<file path="config.mk">
export PLATFORM = sky130hd
export DESIGN_NAME = alu_arbiter
export DESIGN_NICKNAME = d
export VERILOG_FILES = /design/src/rtl/alu_pkg.sv /design/src/rtl/alu.sv /design/src/rtl/alu_arbiter.sv
export SDC_FILE = /design/constraint.sdc
export NUM_CORES = 1
export LEC_CHECK = 0
export ABC_AREA = 1
export CORE_MARGIN = 10
export CORE_UTILIZATION = 49
export CTS_CLUSTER_DIAMETER = 50
export DETAILED_ROUTE_END_ITERATION = 7
export GPL_TIMING_DRIVEN = 0
export PLACE_DENSITY = 0.78
export SYNTH_ARGS = -nofsm -noshare
export SYNTH_HDL_FRONTEND = slang
export SYNTH_SLANG_ARGS = --single-unit
</file>
<file path="constraint.sdc">
create_clock -name clk -period 2.03 [get_ports clk]
set_input_delay 0.609 -clock clk [delete_from_list [all_inputs] [get_ports clk]]
set_output_delay 0.609 -clock clk [all_outputs]
set_load 0.01 [all_outputs]
</file>
<file path="src/rtl/alu_pkg.sv">
// Shared definitions for the ALU and the two-requester ALU arbiter:
// opcode encodings, flag layout and the arbiter FSM state type.
package alu_pkg;

    localparam int DATA_W = 8;
    localparam int OP_W   = 4;

    localparam logic [OP_W-1:0] OP_ADD  = 4'd0;
    localparam logic [OP_W-1:0] OP_SUB  = 4'd1;
    localparam logic [OP_W-1:0] OP_INC  = 4'd2;
    localparam logic [OP_W-1:0] OP_DEC  = 4'd3;
    localparam logic [OP_W-1:0] OP_AND  = 4'd4;
    localparam logic [OP_W-1:0] OP_OR   = 4'd5;
    localparam logic [OP_W-1:0] OP_XOR  = 4'd6;
    localparam logic [OP_W-1:0] OP_NOT  = 4'd7;
    localparam logic [OP_W-1:0] OP_SHL  = 4'd8;
    localparam logic [OP_W-1:0] OP_SHR  = 4'd9;
    localparam logic [OP_W-1:0] OP_ROL  = 4'd10;
    localparam logic [OP_W-1:0] OP_ROR  = 4'd11;
    localparam logic [OP_W-1:0] OP_LAST = 4'd11;

    // Flag bundle, packed MSB-first as {zero, carry, overflow, sign}.
    typedef struct packed {
        logic zero;
        logic carry;
        logic overflow;
        logic sign;
    } flags_t;

    typedef enum logic [1:0] {
        ST_IDLE,
        ST_EXEC,
        ST_RESP
    } state_e;

endpackage

</file>
<file path="src/rtl/alu.sv">
// 8-bit combinational ALU shared by all requesters.
// Carry is carry-out for ADD/INC, borrow for SUB/DEC and the bit shifted
// or rotated out for the shift/rotate group; logic ops clear carry and
// overflow. Opcodes above OP_LAST flag err and force result/flags to zero.
module alu
    import alu_pkg::*;
(
    input  logic [OP_W-1:0]   op,
    input  logic [DATA_W-1:0] a,
    input  logic [DATA_W-1:0] b,
    output logic [DATA_W-1:0] result,
    output logic [3:0]        flags,
    output logic              err
);

    logic [DATA_W:0] wide;
    logic            carry;
    logic            ovf;
    flags_t          fl;

    // Evaluate the selected operation and derive the flag bundle.
    always_comb begin
        // NOTE: every combinational output gets a default first so no path leaves it unassigned (no latch).
        wide   = '0;
        result = '0;
        carry  = 1'b0;
        ovf    = 1'b0;
        err    = (op > OP_LAST);
        unique case (op)
            OP_ADD: begin
                wide   = {1'b0, a} + {1'b0, b};
                result = wide[DATA_W-1:0];
                carry  = wide[DATA_W];
                ovf    = (a[7] == b[7]) && (result[7] != a[7]);
            end
            OP_SUB: begin
                wide   = {1'b0, a} - {1'b0, b};
                result = wide[DATA_W-1:0];
                carry  = wide[DATA_W];
                ovf    = (a[7] != b[7]) && (result[7] != a[7]);
            end
            OP_INC: begin
                wide   = {1'b0, a} + 9'd1;
                result = wide[DATA_W-1:0];
                carry  = wide[DATA_W];
                ovf    = (a == 8'h7F);
            end
            OP_DEC: begin
                wide   = {1'b0, a} - 9'd1;
                result = wide[DATA_W-1:0];
                carry  = wide[DATA_W];
                ovf    = (a == 8'h80);
            end
            OP_AND: result = a & b;
            OP_OR:  result = a | b;
            OP_XOR: result = a ^ b;
            OP_NOT: result = ~a;
            OP_SHL: begin
                result = {a[6:0], 1'b0};
                carry  = a[7];
            end
            OP_SHR: begin
                result = {1'b0, a[7:1]};
                carry  = a[0];
            end
            OP_ROL: begin
                result = {a[6:0], a[7]};
                carry  = a[7];
            end
            OP_ROR: begin
                result = {a[0], a[7:1]};
                carry  = a[0];
            end
            default: result = '0;
        endcase

        fl.zero     = (result == '0);
        fl.carry    = carry;
        fl.overflow = ovf;
        fl.sign     = result[7];
        flags       = err ? 4'b0000 : fl;
    end

endmodule

</file>
<file path="src/rtl/alu_arbiter.sv">
// Round-robin arbiter letting two requesters share one ALU.
// One transaction in flight: IDLE accepts a request, EXEC registers the ALU
// output, RESP holds the response until the consumer takes it.
module alu_arbiter
    import alu_pkg::*;
#(
    parameter int NUM_REQ = 2
) (
    input  logic                      clk,
    input  logic                      rst_n,
    input  logic [NUM_REQ-1:0]        req_valid,
    output logic [NUM_REQ-1:0]        req_ready,
    input  logic [OP_W*NUM_REQ-1:0]   req_op,
    input  logic [DATA_W*NUM_REQ-1:0] req_a,
    input  logic [DATA_W*NUM_REQ-1:0] req_b,
    output logic                      rsp_valid,
    input  logic                      rsp_ready,
    output logic                      rsp_id,
    output logic [DATA_W-1:0]         rsp_result,
    output logic [3:0]                rsp_flags,
    output logic                      rsp_err
);

    state_e            state_q, state_d;
    logic              last_grant_q, last_grant_d;
    logic              rsp_valid_q, rsp_valid_d;
    logic              rsp_id_q, rsp_id_d;
    logic [DATA_W-1:0] rsp_result_q, rsp_result_d;
    logic [3:0]        rsp_flags_q, rsp_flags_d;
    logic              rsp_err_q, rsp_err_d;

    logic [OP_W-1:0]   op_q;
    logic [DATA_W-1:0] a_q;
    logic [DATA_W-1:0] b_q;

    logic              grant_id;
    logic              handshake;
    logic [DATA_W-1:0] alu_result;
    logic [3:0]        alu_flags;
    logic              alu_err;

    // Round-robin pick: on contention favour the requester not served last.
    always_comb begin
        grant_id  = (req_valid[0] && req_valid[1]) ? ~last_grant_q : ~req_valid[0];
        req_ready = '0;
        if (rst_n && (state_q == ST_IDLE) && (|req_valid)) begin
            req_ready[grant_id] = 1'b1;
        end
    end

    assign handshake = |(req_valid & req_ready);

    alu u_alu (
        .op     (op_q),
        .a      (a_q),
        .b      (b_q),
        .result (alu_result),
        .flags  (alu_flags),
        .err    (alu_err)
    );

    // Next-state and response-register computation for the control FSM.
    always_comb begin
        state_d      = state_q;
        last_grant_d = last_grant_q;
        rsp_valid_d  = rsp_valid_q;
        rsp_id_d     = rsp_id_q;
        rsp_result_d = rsp_result_q;
        rsp_flags_d  = rsp_flags_q;
        rsp_err_d    = rsp_err_q;
        unique case (state_q)
            ST_IDLE: begin
                if (handshake) begin
                    last_grant_d = grant_id;
                    rsp_id_d     = grant_id;
                    state_d      = ST_EXEC;
                end
            end
            ST_EXEC: begin
                rsp_result_d = alu_result;
                rsp_flags_d  = alu_flags;
                rsp_err_d    = alu_err;
                rsp_valid_d  = 1'b1;
                state_d      = ST_RESP;
            end
            ST_RESP: begin
                if (rsp_ready) begin
                    rsp_valid_d = 1'b0;
                    state_d     = ST_IDLE;
                end
            end
            default: state_d = ST_IDLE;
        endcase
    end

    // Control and response registers with synchronous active-low reset.
    always_ff @(posedge clk) begin
        // NOTE: sequential state uses non-blocking assignments so every flop samples pre-edge values.
        if (!rst_n) begin
            state_q      <= ST_IDLE;
            last_grant_q <= 1'b1;
            rsp_valid_q  <= 1'b0;
            rsp_id_q     <= 1'b0;
            rsp_result_q <= '0;
            rsp_flags_q  <= '0;
            rsp_err_q    <= 1'b0;
        end else begin
            state_q      <= state_d;
            last_grant_q <= last_grant_d;
            rsp_valid_q  <= rsp_valid_d;
            rsp_id_q     <= rsp_id_d;
            rsp_result_q <= rsp_result_d;
            rsp_flags_q  <= rsp_flags_d;
            rsp_err_q    <= rsp_err_d;
        end
    end

    // Operand capture on an accepted request; isolates the ALU from later req_* changes.
    always_ff @(posedge clk) begin
        // NOTE: operand registers carry no reset; they are always written before EXEC reads them.
        if (handshake) begin
            op_q <= grant_id ? req_op[7:4]  : req_op[3:0];
            a_q  <= grant_id ? req_a[15:8]  : req_a[7:0];
            b_q  <= grant_id ? req_b[15:8]  : req_b[7:0];
        end
    end

    assign rsp_valid  = rsp_valid_q;
    assign rsp_id     = rsp_id_q;
    assign rsp_result = rsp_result_q;
    assign rsp_flags  = rsp_flags_q;
    assign rsp_err    = rsp_err_q;

endmodule

</file>
Word level (Yosys, flattened, before mapping):

Index checks and enable logic that the tools add are counted.

* bits in registers: 38
* latch bits: 0
* RAM bits: 0
* bits in read-only memories: 0
* input port bits: 45
* output and inout port bits: 17
* logic and storage cells: 78
* memories: 0

* add/sub/neg operators: 4
* multiply operators: 0
* divide/modulo/power cells: 0
* magnitude comparators: 3
* equal/unequal tests: 21
* shifts and indexed selects: 0
* mux-type cells: 16
* bitwise operators: 7
* reductions and logical operators: 17

Operators with widths (count)
* 8-bit case mux with 12 select lines: 1
* 4-bit by 3-bit equality test with 1-bit output (second input constant): 4
* 4-bit equality test (second input constant): 4
* 8-bit 2-to-1 mux: 2
* 8-bit by 1-bit adder with 9-bit output (second input constant): 1
* 8-bit by 8-bit adder with 9-bit output: 1
* 8-bit by 1-bit subtractor with 9-bit output (second input constant): 1
* 8-bit by 8-bit subtractor with 9-bit output: 1
* 8-bit AND: 1
* 4-bit by 2-bit equality test with 1-bit output (second input constant): 2
* 8-bit by 7-bit equality test with 1-bit output (second input constant): 1
* 8-bit equality test (second input constant): 1
* 8-bit zero test: 1
* 4-bit 2-to-1 mux: 2
* 8-bit NOT: 1
* 8-bit OR: 1
* 2-bit OR reduction: 4
* 8-bit bitwise XOR: 1
* 1-bit logical AND: 6
* 2-bit 2-to-1 mux: 3
* 1-bit case mux with 6 select lines: 1
* 2-bit case mux with 3 select lines: 1
* 2-bit AND reduction: 3
* 4-bit by 1-bit equality test with 1-bit output (second input constant): 1
* 17 further kinds: 23

Depth between registers and ports, before layout:

* depth after elaboration: 11
* mapped depth: 17
* gate-level depth less buffers: 15

Hierarchy:

A second synthesis with hierarchy kept.

* cell total of the unflattened synthesis: 571
* area, all modules: 3552.2 sq um

Modules (own cells, without submodules)
* alu: times used 1, cells each 393, area an instance 1991.9 sq um, seq. area each 0.0 sq um
* alu_arbiter: times used 1, cells each 178, area an instance 1560.2 sq um, seq. area each 960.9 sq um

Worst setup path before layout:

Ideal clock, no wire load.

* path kind: reg2reg
* start: register a_q[0]
* end: register rsp_flags_q[3] (netlist: rsp_flags[3])
* library setup time: 0.070 ns
* data arrival time: 2.051 ns
* required time: 1.960 ns
* slack: -0.091 ns
* cell stages (with the launch flop): 15
* path buffers: 0
* clock period less this slack: 2.121 ns
* path through: edfxtp_1 -> inv_1 -> ha_1 -> inv_1 -> fa_1 -> xnor2_1 -> nand2_1 -> nand2_1 -> nor2_1 -> nand3_1 -> nor2_1 -> nand3_1 -> nor2_1 -> nand3_1 -> a21oi_1

* cells in the longest elaborated chain, start to end: 4
* elaborated cells on any way between the ends: 11
* classes of those cells: add/sub: 4; mux: 2; bitwise: 4; reduce/logical: 1

RTL lines
* start, declared: RTL line alu_arbiter.sv:33 `logic [DATA_W-1:0] a_q;`
* start signal, assigned: RTL line alu_arbiter.sv:123 `a_q <= grant_id ? req_a[15:8] : req_a[7:0];`
* 8-bit by 1-bit subtractor with 9-bit output, or another cell as far along: RTL line alu.sv:49 `wide = {1'b0, a} - 9'd1;`
* 8-bit case mux with 12 select lines *: RTL line alu.sv:29 `unique case (op)`
* 8-bit zero test *: RTL line alu.sv:77 `fl.zero = (result == '0);`
* 4-bit 2-to-1 mux *: RTL line alu.sv:81 `flags = err ? 4'b0000 : fl;`
* end signal, assigned: RTL line alu_arbiter.sv:113 `rsp_flags_q <= rsp_flags_d;`
* end, declared: RTL line alu_arbiter.sv:29 `logic [3:0] rsp_flags_q, rsp_flags_d;`

Every way passes the cells marked *; elsewhere a longest branch is shown, timed or not.
A chain may end at the register's enable or synchronous reset.

Worst setup path after layout:

* start: register a_q[0]
* end: register rsp_result_q[6] (netlist: rsp_result[6])

* cells in the longest elaborated chain, start to end: 2
* elaborated cells on any way between the ends: 5
* classes of those cells: add/sub: 4; mux: 1

RTL lines
* 8-bit by 1-bit subtractor with 9-bit output, or another cell as far along: RTL line alu.sv:49
* 8-bit case mux with 12 select lines *: RTL line alu.sv:29
* end signal, assigned: RTL line alu_arbiter.sv:112 `rsp_result_q <= rsp_result_d;`
* end, declared: RTL line alu_arbiter.sv:28 `logic [DATA_W-1:0] rsp_result_q, rsp_result_d;`

Marked as above.

==> metrics <==
status=complete, but fails checks; failing checks=setup timing; syn nets=627; GR Overflow Total=0; wire length per cell=15.6 microns; fmax=roughly 0.45 GHz; CTS tree=built; fin util=73.1%; cell area after synthesis=~0.0034 sq mm; vias per cell=around 5.5; largest net degree at the start of global routing=22; dpl hpwl=8390 microns; gr usage total=20.7%; initial core utilization=50.6%; Worst EP arrival=2.42 ns; final net count=approximately 740; most frequent cells in the layout=nand2_1 (179), clkdlybuf4s50_1 (56), inv_1 (54), nor2_1 (54), nand3_1 (52); Core Box Area=a little under 0.007 sq mm; Hold WC Path Type=register to register; critical-path maximum fanout=2; vias in the first global route=3998; VDD IR-drop max=0.376 mV; routed wire length=11900 microns; diode count=0; GPL Wtd Cong=roughly 0.95; Detailed Route Iter0 Violations=540; sequential fraction of the synthesis area=28.0%; Worst Tran Pin Value=0.772 ns; PwrDens=554 mW/mm^2; antenna violations before repair=0; Hold Vio Cnt, Final=0; Slew Limit Headroom=48.5%; antenna-violating nets left=0; worst setup margin=-0.190 ns; Die Wd=between 100 and 150 microns; total CTS buffers=5; H-tree depth=2; Clk pin slew, worst setup/hold paths=0.08 ns; Clock Skew=0.00609 ns; max-cap viol count=0; max-slew violations=0; hold buffer count at cts=0; site row count=30; area added between synthesis and finish=44.6%; I/O pin total=62; TritonRoute pass-1 iters=6; fillcell total=~550; Crit Path Category=register to register; Overall Power=2.75 mW; die height=104 microns; root buffer cell=clkbuf_8; cell count after synthesis=~550; Worst Path Required=2.23 ns; Yosys warning count=0; TritonCTS Sinks=38; clock tree buffer depth=2; Leak=~2.3 nW; Storage cell area=roughly 960 sq um; most common cell after layout, fill and taps aside=nand2_1; Buffers on Ports=61; worst skew pair latency=~0.3 ns; RSZ-0062 raised after global routing=true; first-pass GRT wire length=19000 microns; via count=4170; design area=a little under 0.005 sq mm; Final min period=approximately 2.2 ns; worst hold slack=0.469 ns; crit end category=register; Die ar.=0.0108 sq mm; Final Cycle Share=109%; Multi-input gate area=0.00242 sq mm; Cell Area, Placed=0.00417 sq mm; Final Setup Violations=6; Synth cell types=28; ratio of cells with drive above 1 in the final layout=21.3%; flop and latch count out of synthesis=38; Post-Syn Area per Cell=6.21 sq um; Critical Path Start Type=register; drt drc=0
[Yosys cell counts]
| cell | number | area share (%) |
|---|---|---|
| fa_1 | 2 | 1.2 |
| xnor2_1 | 2 | 0.51 |
| o21ai_0 | 21 | 3.1 |
| nor2_1 | 66 | 7.2 |
| a211oi_1 | 1 | 0.22 |
| buf_4 | 2 | 0.44 |
| edfxtp_1 | 20 | 17 |
| inv_1 | 69 | 7.5 |
| dfxtp_1 | 18 | 10 |
| o41ai_1 | 1 | 0.25 |
| o22ai_1 | 2 | 0.36 |
| nand2_2 | 1 | 0.18 |
| xor2_1 | 1 | 0.25 |
| nand3b_1 | 5 | 1.1 |
| nand4_1 | 8 | 1.5 |
| clkinv_1 | 3 | 0.33 |
| buf_2 | 5 | 0.73 |
| nor2_2 | 2 | 0.36 |
| nor3_2 | 1 | 0.29 |
| nand3_1 | 59 | 8.6 |
| nor3_1 | 5 | 0.73 |
| clkbuf_2 | 1 | 0.15 |
| clkbuf_1 | 5 | 0.55 |
| buf_6 | 2 | 0.66 |
| ha_1 | 27 | 9.8 |
| a21oi_1 | 26 | 3.8 |
| o211ai_1 | 6 | 1.3 |
| nand2_1 | 192 | 21 |
[metal layers]
| metal | GRT usage [%] | wire [microns] |
|---|---|---|
| met1 | 25.0 | 4780 |
| met2 | 34.8 | 5530 |
| met3 | 3.28 | 951 |
| met4 | 10.3 | 593 |
| met5 | 0 | 0 |
[per-stage QoR]
step | setup slack (ns) | std cells | TNS (ns)
after CTS | -0.169 | 752 | -0.655
after global routing | -0.350 | 762 | -1.69
after detailed placement | -0.981 | 710 | -24.27
final | -0.190 | 762 | -0.602
after global placement | -0.941 | 710 | -22.58
after floorplan | -0.0214 | 553 | -0.0214
[final cells by class]
class	count	area share, %
clock buffer	8	2.24
inverter	72	6.07
timing repair buffer	106	19.2
buffer	14	2.06
sequential	38	19.3
multi-input combinational	428	48.7
tap	96	2.42
[what timing repair did]
action	CTS	global route
gates resized for setup	77	49
pin swaps	24	25
setup endpoints to repair	33	14
setup buffers	33	13
gates cloned	1	0
[sequential cells by signal (all words and copies together) (netlist names)]
| register | cells |
|---|---|
| last_grant_q | 1 |
| rsp_err | 1 |
| b_q | 8 |
| a_q | 8 |
| rsp_valid | 1 |
| state_q | 2 |
| rsp_result | 8 |
| rsp_id | 1 |
| rsp_flags | 4 |
| op_q | 4 |
[cell families (layout without fill, tap and decap cells)]
logic type               after synthesis  in the layout  synth area share, %
AO/OA/AOI/OAI                         57             57                 8.99
XOR/XNOR                               3              3                0.765
adder cells (fa/ha/maj)               29             29                 11.0
buffers and inverters                 87            200                 10.4
flip-flops                            38             38                 28.0
AND/OR/NAND/NOR                      339            339                 40.9
[worst max-delay path, cell delays in order (launching register included)]
cell and delay, ns:
edfxtp_1 0.37, buf_4 0.13, ha_4 0.14, inv_2 0.04, fa_2 0.36, nand3b_1 0.21, nand2_2 0.11, nand2_2 0.07
nand2_1 0.08, nand2_2 0.07, nand3_1 0.08, nand3b_1 0.10, nor2_2 0.14, nand2_1 0.07, o211ai_1 0.10, inv_1 0.05
[report_power, final]
part	switching (mW)	leakage [nW]	internal [mW]
Clock	0.298	0.0566	0.352
Combinational	0.665	1.95	0.509
Sequential	0.0446	0.337	0.884
Total	1.01	2.34	1.74
[path summary, 6_finish.rpt]
path,start,depth (start not counted),slack [ns],end
max,a_q[0],15,-0.19,rsp_result[6]
min,rsp_flags[3],2,0.47,rsp_flags[3]
max reg2reg,a_q[0],15,-0.19,rsp_result[6]
min reg2reg,rsp_flags[3],2,0.47,rsp_flags[3]
Power figures use the tool's default switching activity.
==> patch: new RTL, same settings <==
The 3 states of `state_e` get a one-hot encoding in 3 bits.
--- a/src/rtl/alu_pkg.sv
+++ b/src/rtl/alu_pkg.sv
@@ -28,8 +28,8 @@
     } flags_t;
 
-    typedef enum logic [1:0] {
-        ST_IDLE,
-        ST_EXEC,
-        ST_RESP
+    typedef enum logic [2:0] {
+        ST_IDLE = 3'b001,
+        ST_EXEC = 3'b010,
+        ST_RESP = 3'b100
     } state_e;
 
Function: same outputs for any inputs over 10 cycles, from zero or initial values and one cycle with rst_n low; not proved beyond that.
==> patch against the original RTL <==
The run still ends with setup timing left. Clock power shrank 14%. Clock skew up 0.0041 ns. Via count fell by 1.9%. Sequential cell count is 1 higher. Total power rose by 12%. Die area grew 1.3%. Setup slack worse by 0.0033 ns. Synthesized area grew 1.6%. Global-route usage increased by 0.20 points. Highest routed layer unchanged. Cell area fell by 0.73%. Critical path type is now in -> out. First-iteration DRC count decreased by 48%. Final cell count increased by 1.2%. Routed wire length up 1.3%.
==> patch: results (changes against the original RTL) <==
global_routing:
  grt_usage_pct: 20.9  # +0.20 points
logic_synthesis:
  synthCells: 571  # +3.3%
  yosysSeqAreaShare_pct: 28.1  # +0.14 points
  synthTopCellsByCount: "nand2_1, inv_1, nor2_1"
  synth_nets: 645  # +2.9%
placement:
  placedInstanceArea_um2: 4220  # +1.3%
  dp_cells: 728  # +2.5%
  globalplace.congestion: 0.947  # -0.57%
  hpwl_mm: 8.85  # +5.5%
min_path:
  min_from: "rsp_result[2]$_SDFFE_PN0P_"
  hold_end: "rsp_result[2]$_SDFFE_PN0P_"
outcome:
  status: "complete, but fails checks"
  violations: "setup timing"
pwr:
  ir_drop_uv: 372  # -1.0%
  p_leak_uw: 0.00236  # +0.71%
sta:
  worst_slack_ns: -0.194  # -0.00333 ns
  slew_headroom_pct: 55.3  # +6.8 points
  final.setup.tns_ns: -0.820  # -0.218 ns
  whs_ns: 0.468  # -0.00109 ns
  skew_ns: 0.0102  # +0.00409 ns
  setup_viol: 8  # +2
route:
  wl_per_cell_um: 15.6  # about the same
critical_path:
  worstPathMaxFanout: 7  # +5
  r2r-end: "rsp_flags[3]$_SDFFE_PN0P_"
  startpoint: "rst_n"
  worst_ep_arrival_time_ns: 1.61  # -0.81 ns
finish:
  nNetsFinal: 748  # +1.2%
  drive_above_1_share_pct: 20.7  # -0.58 points
## patch: changes by cell type in the layout (fill, tap and decap cells not counted), sizes merged, moves of 2 or more
cell	before	now
xnor2	2	0
a21oi	26	22
nor3	6	1
buf	56	43
o21ai	21	25
nand3	59	54
clkinv	3	0
inv	67	80
nand3b	5	2
clkbuf	14	12
nand2	193	218
clkdlybuf4s15	0	2
## patch: repair_timing
item | CTS | global route
gates cloned | 1 | 0
buffers inserted | 27 | 8
setup endpoints to repair | 34 | 28
resized for setup | 97 | 31
pin swaps | 25 | 31
## patch: layout make-up
class / count / area [um2]
Inverter: 79 / 333
Clock inverter: 3 / 22.5
Sequential cell: 39 / 981
Buffer: 14 / 111
Multi-Input combinational cell: 439 / 2420
Clock buffer: 5 / 68.8
Fill cell: 581 / 1940
Tap cell: 96 / 120
Timing Repair Buffer: 96 / 873
## patch: critical path, stage by stage
cell             delay, ns
clkdlybuf4s15_2       0.26
inv_1                 0.13
nor2_1                0.14
o21ai_2               0.13
nor2_1                0.11
clkdlybuf4s15_2       0.23
## patch: layer usage
layer / up-vias / wire, um / global-route usage (%)
li1: 2012 / - / -
met1: 1845 / 5130 / 26.3
met2: 194 / 5790 / 35.4
met3: 39 / 792 / 3.47
met4: 0 / 298 / 6.56
met5: - / 0 / 0
## patch: power groups by stage
stage	clock network (uW)	registers (uW)	logic [uW]
6_report	556	994	1530
5_1_grt	603	1000	1680
4_1_cts	560	989	1410
3_5_place_dp	0	1020	1120
3_3_place_gp	0	1020	1100
2_1_floorplan	0	1010	750
## patch: cells by family after synthesis
group / share of synthesized area (%)
simple gates: 41.1
buf+inv: 10.9
compound gates: 8.64
flops: 28.1
fa+ha+maj: 10.8
xor+xnor: 0.502
